--- config.mk ---
export PLATFORM = sky130hd
export DESIGN_NAME = signed_div_sequencer_flat
export DESIGN_NICKNAME = d
export VERILOG_FILES = /design/src/rtl/signed_div_sequencer_pkg.sv /design/src/rtl/signed_div_sequencer_if.sv /design/src/rtl/signed_div_sequencer_div_step_unit.sv /design/src/rtl/signed_div_sequencer.sv /design/src/flat_wrapper.sv
export SDC_FILE = /design/constraint.sdc
export NUM_CORES = 1
export LEC_CHECK = 0
export ABC_CLOCK_PERIOD_IN_PS = 2100
export CELL_PAD_IN_SITES_DETAIL_PLACEMENT = 1
export CELL_PAD_IN_SITES_GLOBAL_PLACEMENT = 1
export CORE_ASPECT_RATIO = 0.6
export CORE_UTILIZATION = 40
export CTS_CLUSTER_SIZE = 8
export DETAILED_ROUTE_END_ITERATION = 6
export GPL_TIMING_DRIVEN = 0
export MAX_ROUTING_LAYER = met4
export PLACE_DENSITY_LB_ADDON = 0.1
export SLEW_MARGIN = 20
export SYNTH_ARGS = -nofsm -noshare
export SYNTH_HDL_FRONTEND = slang
export SYNTH_SLANG_ARGS = --single-unit
--- constraint.sdc ---
create_clock -name clk -period 2.1 [get_ports clk]
set_input_delay 0.315 -clock clk [delete_from_list [all_inputs] [get_ports clk]]
set_output_delay 0.315 -clock clk [all_outputs]
set_load 0.05 [all_outputs]
--- src/rtl/signed_div_sequencer_pkg.sv ---
// signed_div_sequencer_pkg: shared state encoding, default width and sign helpers for the signed divider.
package signed_div_sequencer_pkg;
    localparam int DIV_WIDTH = 6;
    typedef enum logic [2:0] {IDLE, LOAD, ITER, FIXUP, DONE} state_t;
    function automatic logic [DIV_WIDTH-1:0] neg(input logic [DIV_WIDTH-1:0] x);
        return ~x + 1'b1;
    endfunction
    // the most negative value maps onto itself, which reads correctly as an unsigned magnitude
    function automatic logic [DIV_WIDTH-1:0] abs_val(input logic [DIV_WIDTH-1:0] x);
        return x[DIV_WIDTH-1] ? neg(x) : x;
    endfunction
endpackage

--- src/rtl/signed_div_sequencer_if.sv ---
// signed_div_sequencer_if: operand/result bundle between the operand source and the divider.
// The overflow flag exists only when SIGNED_DIV_OVF_EN is defined.
interface signed_div_sequencer_if
    import signed_div_sequencer_pkg::*;
#(
    parameter int WIDTH = DIV_WIDTH
);
    logic             start;
    logic [WIDTH-1:0] dividend;
    logic [WIDTH-1:0] divisor;
    logic             busy;
    logic             done;
    logic [WIDTH-1:0] quotient;
    logic [WIDTH-1:0] remainder;
    logic             div_by_zero;
    logic             step_sel;
`ifdef SIGNED_DIV_OVF_EN
    logic             overflow;
    modport master(output start, dividend, divisor,
                   input busy, done, quotient, remainder, div_by_zero, step_sel, overflow);
    modport slave(input start, dividend, divisor,
                  output busy, done, quotient, remainder, div_by_zero, step_sel, overflow);
`else
    modport master(output start, dividend, divisor,
                   input busy, done, quotient, remainder, div_by_zero, step_sel);
    modport slave(input start, dividend, divisor,
                  output busy, done, quotient, remainder, div_by_zero, step_sel);
`endif
endinterface

--- src/rtl/signed_div_sequencer_div_step_unit.sv ---
// div_step_unit: one restoring-division step; shift in a dividend bit, trial-subtract, select.
module div_step_unit #(
    parameter int WIDTH = 6
) (
    input  logic [WIDTH-1:0] p,
    input  logic             bit_in,
    input  logic [WIDTH-1:0] dvs,
    output logic [WIDTH-1:0] p_next,
    output logic             sel
);
    logic [WIDTH:0] shifted;
    logic [WIDTH:0] diff;
    // the partial remainder stays below |divisor|, so its top bit is always zero
    assign shifted = {p, bit_in};
    assign diff    = shifted - {1'b0, dvs};
    assign sel     = ~diff[WIDTH];
    assign p_next  = sel ? diff[WIDTH-1:0] : shifted[WIDTH-1:0];
endmodule

--- src/rtl/signed_div_sequencer.sv ---
// signed_div_sequencer: multi-cycle signed restoring divider sequencer (magnitudes, one step per clock, sign fixup).
// Define SIGNED_DIV_OVF_EN to add the most-negative / -1 overflow flag.
module signed_div_sequencer
    import signed_div_sequencer_pkg::*;
#(
    parameter int WIDTH = DIV_WIDTH,
    parameter int CNT_W = 3
) (
    input logic                   clk,
    input logic                   rst,
    signed_div_sequencer_if.slave bus
);
    state_t           state, nxt;
    logic [WIDTH-1:0] a_reg, b_reg, a_mag, b_mag, p, p_next, quotient, remainder;
    logic [CNT_W-1:0] cnt;
    logic             sq, sr, dbz, sel;
`ifdef SIGNED_DIV_OVF_EN
    logic             ovf;
    assign bus.overflow = ovf;
`endif
    div_step_unit #(.WIDTH(WIDTH)) u_step (
        .p      (p),
        .bit_in (a_mag[WIDTH-1]),
        .dvs    (b_mag),
        .p_next (p_next),
        .sel    (sel)
    );
    always_comb begin
        nxt = state;
        nxt = state == IDLE  ? (bus.start ? LOAD : IDLE) :
              state == LOAD  ? (b_reg == '0 ? DONE : ITER) :
              state == ITER  ? (cnt == '0 ? FIXUP : ITER) :
              state == FIXUP ? DONE : IDLE;
    end
    // a_mag doubles as the quotient shift register: dividend bits leave the top as quotient bits enter the bottom
    always_ff @(posedge clk or posedge rst) begin
        if (rst) begin
            state <= IDLE;
            {a_reg, b_reg, a_mag, b_mag, p, quotient, remainder} <= '0;
            {cnt, sq, sr, dbz} <= '0;
`ifdef SIGNED_DIV_OVF_EN
            ovf <= 1'b0;
`endif
        end else begin
            state <= nxt;
            case (state)
                IDLE: if (bus.start) begin
                    a_reg <= bus.dividend;
                    b_reg <= bus.divisor;
                    dbz   <= 1'b0;
`ifdef SIGNED_DIV_OVF_EN
                    ovf   <= 1'b0;
`endif
                end
                LOAD: begin
                    a_mag <= abs_val(a_reg);
                    b_mag <= abs_val(b_reg);
                    sq    <= a_reg[WIDTH-1] ^ b_reg[WIDTH-1];
                    sr    <= a_reg[WIDTH-1];
                    p     <= '0;
                    cnt   <= CNT_W'(WIDTH - 1);
                    if (b_reg == '0) begin
                        quotient  <= '1;
                        remainder <= a_reg;
                        dbz       <= 1'b1;
                    end
                end
                ITER: begin
                    p     <= p_next;
                    a_mag <= {a_mag[WIDTH-2:0], sel};
                    cnt   <= cnt - 1'b1;
                end
                FIXUP: begin
                    quotient  <= sq ? neg(a_mag) : a_mag;
                    remainder <= sr ? neg(p) : p;
`ifdef SIGNED_DIV_OVF_EN
                    ovf       <= a_reg == {1'b1, {(WIDTH-1){1'b0}}} && b_reg == '1;
`endif
                end
                default: ;
            endcase
        end
    end
    assign bus.busy        = state inside {LOAD, ITER, FIXUP};
    assign bus.done        = state == DONE;
    assign bus.step_sel    = state == ITER && sel;
    assign bus.quotient    = quotient;
    assign bus.remainder   = remainder;
    assign bus.div_by_zero = dbz;
endmodule

--- src/flat_wrapper.sv ---
// flat-port wrapper written by rule: the top's interface ports become plain ports
module signed_div_sequencer_flat import signed_div_sequencer_pkg::*;
#(
    parameter int WIDTH = DIV_WIDTH,
    parameter int CNT_W = 3
)
  (clk, rst, bus_start, bus_dividend, bus_divisor, bus_busy, bus_done, bus_quotient, bus_remainder, bus_div_by_zero, bus_step_sel);
  signed_div_sequencer_if #(.WIDTH(WIDTH)) bus_i ();
  input logic clk;
  input logic rst;
  input wire logic [$bits(bus_i.start)-1:0] bus_start;
  input wire logic [$bits(bus_i.dividend)-1:0] bus_dividend;
  input wire logic [$bits(bus_i.divisor)-1:0] bus_divisor;
  output wire logic [$bits(bus_i.busy)-1:0] bus_busy;
  output wire logic [$bits(bus_i.done)-1:0] bus_done;
  output wire logic [$bits(bus_i.quotient)-1:0] bus_quotient;
  output wire logic [$bits(bus_i.remainder)-1:0] bus_remainder;
  output wire logic [$bits(bus_i.div_by_zero)-1:0] bus_div_by_zero;
  output wire logic [$bits(bus_i.step_sel)-1:0] bus_step_sel;
  assign bus_i.start = bus_start;
  assign bus_i.dividend = bus_dividend;
  assign bus_i.divisor = bus_divisor;
  assign bus_busy = bus_i.busy;
  assign bus_done = bus_i.done;
  assign bus_quotient = bus_i.quotient;
  assign bus_remainder = bus_i.remainder;
  assign bus_div_by_zero = bus_i.div_by_zero;
  assign bus_step_sel = bus_i.step_sel;
  signed_div_sequencer #(.WIDTH(WIDTH), .CNT_W(CNT_W)) u_core (.clk(clk), .rst(rst), .bus(bus_i));
endmodule
==> results of run 1 <==
-- layer usage --
layer / vias to the layer above / part of all wire (%) / routed length (um) / track usage [%]
li1: 1090 / - / - / -
met1: 1098 / 53 / 3890 / 31.6
met2: 35 / 42 / 3090 / 32.6
met3: 4 / 3.9 / 287 / 3.32
met4: 0 / 0.23 / 17 / 6.16
met5: - / 0 / 0 / -
-- through the flow --
| stage | setup slack, ns | TNS [ns] | utilization, % |
|---|---|---|---|
| final | -0.417 | -1.76 | 52.5 |
| after detailed placement | -0.949 | -2.38 | 48.5 |
| after floorplan | -0.0731 | -0.0731 | - |
| after CTS | -0.429 | -1.81 | 52.1 |
| after global placement | -0.926 | -28.62 | 48.5 |
| after global routing | -0.532 | -2.81 | 52.5 |
-- synth_stat cells (all sizes together), types with 6 or more instances --
master and number:
mux2 8, dfrtp 51, o21ai 34, mux2i 15, buf 6, a21oi 7, xnor2 8, xor2 10
clkbuf 8, nand2 41, inv 19, nor2 19, ha 12
-- path summary, 6_finish.rpt --
check	to	slack, ns	cells after the start
max	bus_step_sel	-0.42	8
min	u_core.a_reg[4]	0.45	2
max reg2reg	u_core.a_mag[0]	-0.36	12
min reg2reg	u_core.cnt[0]	0.48	1
max in group asynchronous	u_core.b_mag[2]	1.20	2
min in group clk	u_core.cnt[0]	0.48	1
-- cell type report --
type                       instances  area, um2  area share [%]
tap                               87        109            3.05
timing repair buffer              42        400            11.2
sequential                        51       1280            35.8
multi-input combinational        206       1490            41.9
buffer                            14       75.1            2.10
clock inverter                     2       13.8           0.386
clock buffer                       5        125            3.51
inverter                          19       73.8            2.07
-- cell families (layout without fill, tap and decap cells) --
group | count (synthesis) | in the layout | share of synthesized area [%]
and+or+nand+nor | 92 | 92 | 17.4
adders and majority gates | 13 | 13 | 5.97
xor gates and xnor gates | 18 | 18 | 5.53
buffers and inverters | 33 | 82 | 5.14
DFF | 51 | 51 | 44.8
muxes | 23 | 23 | 8.43
AOI/OAI and AO/OA | 60 | 60 | 12.7
-- worst max-delay path: stages, from the launching register on --
cell and delay, ns:
dfrtp_1 0.39, inv_2 0.08, ha_4 0.13, inv_2 0.03, fa_2 0.42, a211oi_4 0.29
o211ai_1 0.19, a31oi_4 0.19, buf_6 0.18
-- what timing repair did --
item | in CTS | in global routing
pin swaps | 6 | 4
setup endpoints to repair | 10 | 13
gates resized for setup | 15 | 0
buffers inserted | 8 | 4
-- power by group through the flow --
stage	Combinational [W]	Clock [W]	Sequential, W
after global placement	0.00349	0	0.00186
final	0.00384	0.000821	0.00188
after detailed placement	0.00359	0	0.00188
after global routing	0.00422	0.000873	0.00194
after CTS	0.00382	0.000841	0.00187
after floorplan	0.00233	0	0.00212
-- placed cells by master, fill, tap and decap left out, drive strengths merged, types with 4 or more instances in the layout --
cell type,instances
nand2,41
nor2,19
dfrtp,51
clkdlybuf4s50,27
nand2b,4
inv,19
nor3,5
mux2i,15
xor2,10
o21ai,34
mux2,8
a21oi,7
xnor2,8
ha,12
a22oi,4
clkbuf,13
buf,19
==> reports/qor.yml, run 1 <==
run_status:
  status: "finished, violations left"
  violations: "DRC, setup timing"
detailed_routing:
  post_drt_wl_per_cell_um: 17.1
  drc_errors: 8
  via_count: 2227
  drt_iter0_drc: 97
  final_antenna_net_count: 0
  wirelength_mm: 7.29
  first_pass_iters: 7
  viasPerCell: 5.23
power:
  p_int_w: 0.00352
  pwr-share-seq_pct: 28.7
  powerDensity_mw_per_mm2: 1830
  peakVddDrop_uv: 491
  power_w: 0.00654
  combPwrFrac_pct: 58.8
  switchingPower_w: 0.00302
  pwr-share-clk_pct: 12.6
  swShare_pct: 46.2
  p_leak_nw: 1.60
synth:
  syn_nets: 318
  syn_inst: 290
  seq_area_frac_synth_pct: 44.8
  synth_ff_type: "dfrtp_1"
  avgSynthCellArea_um2: 9.82
  yosys_warnings: 0
  synthArstFlopShare_pct: 100
  yosys_register_bits: 51
  yosys.area.top_type: "dfrtp_1"
  netlist.area_leader.share_pct: 44.8
  synth.area.top_cells: "dfrtp_1, nand2_1, ha_1"
  synth_edf_count: 0
  synthesis.area_mm2: 0.00285
  ys_types: 50
clocking:
  cts_hold_buffers: 0
  cts_sinks: 51
  clk_latency_ns: 0.30
  cts_made_buffers: 5
  clk_pin_slew_ns: 0.07
  ctsLongestPathBuffers: 2
  cts_tree: "done"
  h-tree-depth: 2
  cts_root_buffer: "clkbuf_16"
timing:
  rsz0062_at_grt: "true"
  maxSlewViolCount: 0
  timing.hold.ws_ns: 0.447
  min_period_over_period_pct: 120
  setup_viol: 8
  fmax_mhz: 397
  worst_slack_ns: -0.417
  period_minus_slack_ns: 2.52
  tightest_slew_ns: 0.664
  finalHoldViolCount: 0
  skew_ns: 0.00315
  relSlewSlack_pct: 55.4
flow_run:
  drv_cap: 0
layout:
  final_cells: 426
  areaGrowthSynthToFinish_pct: 25.2
  final_area_mm2: 0.00357
  final_layout_size_suffix_gt1_share_pct: 15.6
  n_antenna_cell: 0
  fillCellCount: 780
  nets: 367
place:
  portBuffers: 30
  place_congestion: 0.835
  placedInstanceArea_mm2: 0.00330
  hpwl_mm: 5.33
  place_inst: 407
grt:
  antenna_found_initial: 0
  grt_max_degree: 52
  grt.overflow.total: 0
  grt_pass1_wl_mm: 11.9
  gr-usage-all-layers_pct: 22.1
  grt_pass1_vias: 2196
die:
  io_pins: 31
  initial_core_util_pct: 41.9
  die-area_mm2: 0.00748
  core_region_area_mm2: 0.00679
  fp.dieH_um: 67.4
  row_count: 23
  die_w_um: 111
setup_path:
  crit_required_ns: 1.78
  worstSetupStartpoint: "u_core.a_mag[5]"
  critPathMaxFanout: 3
  rr_startpoint: "u_core.a_mag[5]"
  cp-start-kind: "flip-flop"
  end_kind: "output port"
  critPathKind: "reg -> out"
  cp.arrival_ns: 2.20
min_path:
  hp-class: "in -> async"
(Power assumes the default switching activity.)
==> run 2: changes to the inputs <==
ABC_CLOCK_PERIOD_IN_PS = not set   (was 2100)
CTS_CLUSTER_DIAMETER = 120   (was not set)
==> results of run 2 <==
Final layout, timing and power as in run 1 (identical DEF).
==> run 3: changes to the inputs <==
GPL_TIMING_DRIVEN = not set   (was 0)
==> run 3 against run 2 <==
Effect of this change:
- the flow still finishes with violations (DRC, setup timing)
- clock-buffer cell count is 1 higher
- clock skew is 0.0075 ns higher
- sequential share of layout area is 0.74 points lower
- design area is 2.1% higher
- combinational power is 3% higher
- total power is 1.9% higher
- critical endpoint unchanged
- largest cell class unchanged
- largest power group unchanged
==> reports/qor.yml, run 3 (synthesis results as in run 1) <==
place:
  place_congestion: 0.826  # was 0.835
  place_inst: 420  # was 407
  portBuffers: 30  # unchanged
  hpwl_mm: 5.75  # was 5.33 mm
flow_run:
  drv_cap: 0  # unchanged
layout:
  seqCellArea_mm2: 0.00128  # unchanged
  final_cell_mix: "dfrtp_1, nand2_1, buf_4"  # was dfrtp_1, nand2_1, clkdlybuf4s50_1
  final_layout_size_suffix_gt1_share_pct: 19.9  # was 15.6%
  n_antenna_cell: 0  # unchanged
  areaGrowthSynthToFinish_pct: 27.8  # was 25.2%
  layout_commonest_cell: "dfrtp_1"  # unchanged
  multi_input_area_mm2: 0.00148  # was 0.00149 mm2
  final_cells: 434  # was 426
  nets: 374  # was 367
  fillCellCount: 776  # was 780
  fin_util_pct: 53.6  # was 52.5%
detailed_routing:
  final_antenna_net_count: 0  # unchanged
  first_pass_iters: 6  # was 7
  drt_iter0_drc: 83  # was 97
  drc_errors: 8  # unchanged
  post_drt_wl_per_cell_um: 17.3  # was 17.1 um
  viasPerCell: 5.22  # was 5.23
  via_count: 2265  # was 2,227
  wirelength_mm: 7.52  # was 7.29 mm
clocking:
  clk_pin_slew_ns: 0.07  # about the same
  cts_hold_buffers: 0  # unchanged
  cts_sinks: 51  # unchanged
  h-tree-depth: 2  # unchanged
  cts_root_buffer: "clkbuf_16"  # unchanged
  clk_latency_ns: 0.30  # about the same
  ctsLongestPathBuffers: 2  # unchanged
  cts_made_buffers: 5  # unchanged
  cts_tree: "done"  # unchanged
grt:
  grt_max_degree: 22  # was 52
  grt.overflow.total: 0  # unchanged
  grt_pass1_wl_mm: 12.3  # was 11.9 mm
  antenna_found_initial: 0  # unchanged
  gr-usage-all-layers_pct: 22.9  # was 22.1%
  grt_pass1_vias: 2337  # was 2,196
setup_path:
  critPathMaxFanout: 3  # unchanged
  critPathKind: "reg -> out"  # unchanged
  crit_required_ns: 1.78  # about the same
  r2r_setup_slack_ns: -0.17  # was -0.36 ns
  end_kind: "output port"  # unchanged
  cp.arrival_ns: 2.19  # was 2.20 ns
  cp-start-kind: "flip-flop"  # unchanged
timing:
  fmax_mhz: 399  # was 397 MHz
  worst_slack_ns: -0.403  # was -0.417 ns
  setup_viol: 8  # unchanged
  period_minus_slack_ns: 2.50  # was 2.52 ns
  maxSlewViolCount: 0  # unchanged
  finalHoldViolCount: 0  # unchanged
  relSlewSlack_pct: 57.0  # was 55.4%
  rsz0062_at_grt: "true"  # unchanged
  skew_ns: 0.0106  # was 0.00315 ns
  min_period_over_period_pct: 119  # was 120%
  tightest_slew_ns: 0.644  # was 0.664 ns
die:
  io_pins: 31  # unchanged
  fp.dieH_um: 67.4  # unchanged
  row_count: 23  # unchanged
  die-area_mm2: 0.00748  # unchanged
  core_region_area_mm2: 0.00679  # unchanged
  initial_core_util_pct: 41.9  # unchanged
  die_w_um: 111  # unchanged
power:
  powerDensity_mw_per_mm2: 1830  # about the same
  p_leak_nw: 1.67  # was 1.60 nW
  peakVddDrop_uv: 483  # was 491 uV
run_status:
  status: "finished, violations left"  # unchanged
  violations: "DRC, setup timing"  # unchanged
min_path:
  hp-class: "in -> async"  # unchanged
## run 3: cell types whose count changed in the layout (fill, tap and decap cells not counted), moves of 2 or more
| cell | previous run | this run |
|---|---|---|
| buf_12 | 0 | 2 |
| buf_6 | 6 | 1 |
| dlygate4sd2_1 | 2 | 0 |
| ha_1 | 9 | 11 |
| clkbuf_1 | 8 | 1 |
| buf_4 | 10 | 33 |
| buf_2 | 3 | 0 |
| ha_4 | 3 | 1 |
## run 3: critical path, cell delays in order (launching register included)
cell and delay (ns):
dfrtp_1 0.39, inv_2 0.08, ha_4 0.13, inv_2 0.04, fa_2 0.37, a211oi_4 0.31, o211ai_1 0.19, a31oi_4 0.22
buf_12 0.16
## run 3: per-layer routing
metal  GRT usage, %  vias up  part of all wire [%]
met1           31.5     1111                    52
met4           5.14        0                  0.80
met3           3.59        8                   4.5
met2           35.8       41                    43
met5              -        -                     0
li1               -     1105                     -
## run 3: per-stage QoR
step                setup TNS (ns)  hold WS [ns]  setup WS, ns  area [um2]  power (W)
floorplan                  -0.0731         0.432       -0.0731        2880    0.00445
global placement            -0.253         0.457       -0.0645        3440    0.00555
detailed placement          -0.865         0.480        -0.123        3440    0.00569
CTS                         -0.928         0.402        -0.395        3610    0.00662
global route                 -1.98         0.445        -0.455        3640    0.00718
finish                       -1.39         0.369        -0.403        3640    0.00666
## run 3: final cells by class
cell class              count  share of cell area, %
multi-input cells         206                   40.5
repair buffers             63                   15.6
well taps                  87                   2.99
flip-flops and latches     51                   35.0
clock inverters             2                  0.344
clock buffers               6                   3.54
inverters                  19                   1.96
## run 3: final timing paths
check	start	to	depth (start not counted)
setup reg to reg	u_core.a_mag[5]	u_core.a_mag[0]	10
max in group asynchronous	rst	u_core.p[4]	3
min in group clk	u_core.cnt[0]	u_core.cnt[0]	1
hold / removal	rst	u_core.bus.quotient[2]	2
setup / recovery	u_core.a_mag[5]	bus_step_sel	8
hold reg to reg	u_core.cnt[0]	u_core.cnt[0]	1
## run 3: report_power, final
group          internal, W  switching [W]  total [W]
clock             0.000441       0.000365   0.000806
combinational      0.00174        0.00221    0.00395
sequential         0.00143       0.000473    0.00190
total              0.00361        0.00305    0.00666
## run 3: repair_timing
action / 4_1_cts / 5_1_grt
endpoints found under the setup margin: 8 / 8
setup buffers: 3 / 3
pin swaps: 1 / 3
gates resized for setup: 2 / 2
==> patch 1 (config.mk and constraints of run 1) <==
`CNT_W` is set to 3 in 2 places; all go to 6.
--- a/src/rtl/signed_div_sequencer.sv
+++ b/src/rtl/signed_div_sequencer.sv
@@ -4,7 +4,7 @@
     import signed_div_sequencer_pkg::*;
 #(
     parameter int WIDTH = DIV_WIDTH,
-    parameter int CNT_W = 3
+    parameter int CNT_W = 6
 ) (
     input logic                   clk,
     input logic                   rst,
--- a/src/flat_wrapper.sv
+++ b/src/flat_wrapper.sv
@@ -2,7 +2,7 @@
 module signed_div_sequencer_flat import signed_div_sequencer_pkg::*;
 #(
     parameter int WIDTH = DIV_WIDTH,
-    parameter int CNT_W = 3
+    parameter int CNT_W = 6
 )
   (clk, rst, bus_start, bus_dividend, bus_divisor, bus_busy, bus_done, bus_quotient, bus_remainder, bus_div_by_zero, bus_step_sel);
   signed_div_sequencer_if #(.WIDTH(WIDTH)) bus_i ();
Check against the original RTL: no difference found for any inputs over 10 cycles, from zero or initial values and one cycle with rst high; that may be too few to reach the edited logic, so the function may still have changed.
==> patch 1 against run 1 <==
- the flow finishes with violations (negative setup slack)
- area after synthesis up 1.9%
- worst setup slack worse by 16 ps
- total power up 2.2%
- final area up 2.0%
- core utilization up 0.62 points
- synthesized cell count up 5.5%
- wire length up 7.1%
- maximum frequency down 0.63%
- sequential cell count up 3
- sequential power up 8%
- clock power up 6.2%
- hold slack better by 37 ps
==> patch 1: results <==
metrics = {
    "run_status": {
        "status": "finished, violations left",
        "violations": "negative setup slack",
    },
    "global_routing": {
        "gr-usage-all-layers_pct": 22.7,
        "antenna_found_initial": 0,
        "grt_use_met2_pct": 34.2,
        "grt_pass1_wl_um": 12500,
        "grt_pass1_vias": 2414,
        "grt_max_degree": 55,
        "use_met1_pct": 32.1,
        "grt.met3_usage_pct": 4.43,
    },
    "sta": {
        "finalWorstSetupSlack_ps": -433,
        "setup_viol": 8,
        "final.setup.tns_ps": -1580,
        "tightestPinTransition_ps": 685,
        "skew_ps": 6.56,
    },
    "critical_path": {
        "crit_fanout": 3,
        "crit_arrival_ps": 2220,
    },
    "route": {
        "via_count": 2374,
        "drt-pass1-iter-count": 4,
        "finalWirelength_um": 7810,
        "dr.first_iter.drc_count": 100,
    },
    "synthesis": {
        "ys_seq_area_share_pct": 46.5,
        "synth_common_cells": "dfrtp_1, nand2_1, o21ai_0",
        "synth_fp_nets": 333,
        "synthTopCellsByArea": "dfrtp_1, nand2_1, o21ai_0",
        "synth.distinct_cells": 44,
    },
    "power_and_ir_drop": {
        "peakVddDrop_mv": 0.570,
        "p_leak_nw": 1.61,
    },
    "cts": {
        "numCtsBuffers": 5,
        "htreeDepth": 2,
        "cts.path.max_buffers": 2,
    },
    "cells_and_area": {
        "layout-drive-gt1-share_pct": 15.5,
        "finalNetCount": 374,
    },
    "placement": {
        "hpwl_um": 5690,
        "place.gp.congestion": 0.776,
        "dp_slack_ps": -862,
    },
    "run": {
        "cap_violations": 0,
    },
}
## patch 1: timing repair
item                       4_1_cts  5_1_grt
gates resized for setup         20       11
setup buffers                    4        3
setup endpoints to repair       28       26
pin swaps                        6        1
gates cloned                     0        0
## patch 1: layer usage
layer  vias to the layer above  wire length (um)
met4                         0                42
met3                         5               306
li1                       1144                 -
met2                        39              3320
met1                      1186              4140
met5                         -                 0
## patch 1: per-stage QoR
| stage | power [mW] | instance area (sq um) | util, % | std cells |
|---|---|---|---|---|
| 2_1_floorplan | 4.49 | 2940 | - | 306 |
| 3_3_place_gp | 5.42 | 3350 | 48.9 | 423 |
| 3_5_place_dp | 5.54 | 3350 | 49.0 | 423 |
| 4_1_cts | 6.61 | 3590 | 52.4 | 434 |
| 5_1_grt | 7.19 | 3640 | 53.1 | 435 |
| 6_report | 6.68 | 3640 | 53.1 | 435 |
## patch 1: report_power, final
group / internal, mW / switching (mW)
Sequential: 1.51 / 0.524
Clock: 0.480 / 0.392
Combinational: 1.58 / 2.20
## patch 1: cells by family after synthesis
group,share of synthesized area [%]
flip-flops,46.5
XOR/XNOR,5.43
AO/OA/AOI/OAI,14.2
AND/OR/NAND/NOR,17.1
adder cells (fa/ha/maj),5.43
buffers and inverters,4.39
multiplexers,6.89
## patch 1: worst max-delay path, cell delays in order, from the launching register on
cell and delay (ps):
dfrtp_1 420, ha_4 180, inv_2 40, fa_2 240, a211oi_4 80, or4b_4 540
a31oi_4 230, buf_6 190
## patch 1: final timing paths
check / depth (start not counted) / start / end / slack, ps
max: 7 / u_core.b_mag[0] / bus_step_sel / -430
min reg2reg: 2 / u_core.b_mag[4] / u_core.b_mag[4] / 500
max reg2reg: 9 / u_core.b_mag[0] / u_core.p[4] / -190
min in group clk: 2 / u_core.b_mag[4] / u_core.b_mag[4] / 500
max in group asynchronous: 2 / rst / u_core.p[2] / 1120
min: 2 / rst / u_core.a_reg[4] / 480
## patch 1: layout make-up
type / count / area (sq um)
clock inverter: 2 / 17.5
buffer: 10 / 41.3
sequential: 54 / 1350
clock buffer: 6 / 139
tap: 87 / 109
fill: 787 / 3210
inverter: 21 / 81.3
multi-input combinational: 218 / 1540
timing repair buffer: 37 / 358
==> patch 2 (config.mk and constraints of run 1) <==
Made on the original files. Reset style: synchronous (`rst`), changed in one clocked block.
--- a/src/rtl/signed_div_sequencer.sv
+++ b/src/rtl/signed_div_sequencer.sv
@@ -33,7 +33,7 @@
               state == FIXUP ? DONE : IDLE;
     end
     // a_mag doubles as the quotient shift register: dividend bits leave the top as quotient bits enter the bottom
-    always_ff @(posedge clk or posedge rst) begin
+    always_ff @(posedge clk) begin
         if (rst) begin
             state <= IDLE;
             {a_reg, b_reg, a_mag, b_mag, p, quotient, remainder} <= '0;
Check against the original RTL: differs if rst is asserted again (counterexample within 4 cycles, from zero or initial values and one cycle with rst high); with rst held inactive, the same outputs for 10 cycles.
==> patch 2 against run 1 <==
- the run still ends with design-rule violations, negative setup slack left
- wire length rose by 12%
- final area down 0.35%
- non-clock buffer count fell by 1
- sequential cell count unchanged
- die area is 0.39% higher
- area after synthesis increased by 0.40%
- count of clock-buffer cells in the layout increased by 1
- worst setup slack gained 61 ps
- synthesized cell count rose by 22%
- largest cell class unchanged
Power is not compared: it rests on default switching activity, and its combinational part moved more than twofold at a synthesized area within 25%.
==> patch 2: results <==
metrics = {
    "hold_path": {
        "hp-class": "register to register",
    },
    "cells_and_area": {
        "n_all_buffers": 55,
        "clkCellAreaFrac_pct": 4.36,
        "fill_cells": 840,
        "final_cells": 484,
        "multi_input_gates": 262,
        "utilization_pct": 52.3,
        "seq_share_pct": 28.9,
    },
    "critical_path": {
        "worstReg2RegStart": "u_core.a_mag[5]",
        "cp_slowest_cell": "or4b_4",
        "reg2reg_to": "u_core.p[4]",
    },
    "sta": {
        "finalWorstSetupSlack_ps": -357,
        "final.setup.tns_ps": -476,
        "setup_viol": 5,
        "relSlewSlack_pct": 48.1,
    },
    "global_routing": {
        "grt_pass1_vias": 2530,
        "grt_max_degree": 17,
    },
    "cts": {
        "cts.repair.resized": 19,
    },
    "run_status": {
        "violations": "design-rule violations, negative setup slack",
        "status": "finished, violations left",
    },
    "route": {
        "finalWirelength_um": 8200,
        "drc": 2,
    },
    "placement": {
        "placed_cell_area_sq_um": 3300,
    },
    "synthesis": {
        "synthTopCellsByArea": "dfxtp_1, nand2_1, a21oi_1",
        "synth_compound_area_share_pct": 18.4,
    },
}
patch 2: cell types whose count changed after synthesis, moves of 8 or more:
| cell | before | now |
|---|---|---|
| a211oi_1 | 2 | 14 |
| a21oi_1 | 7 | 30 |
| mux2_2 | 8 | 0 |
| nor2_1 | 17 | 40 |
| dfrtp_1 | 51 | 0 |
| o21ai_0 | 25 | 6 |
| nand2_1 | 41 | 51 |
| dfxtp_1 | 0 | 51 |
patch 2: routing by layer:
layer  track usage, %  wire [um]  part of all wire (%)  vias up
met2             35.5       3480                    42       59
met5                -          0                     0        -
met1             30.8       4230                    52     1264
li1                 -          -                     -     1311
met3             5.21        430                   5.2        7
met4             6.25         61                  0.74        0
patch 2: report_power, final:
part | switching [mW] | leakage, nW | total [mW] | internal [mW]
combinational | 0.541 | 0.846 | 0.918 | 0.377
sequential | 0.0885 | 0.417 | 1.14 | 1.05
clock | 0.377 | 0.0731 | 0.854 | 0.477
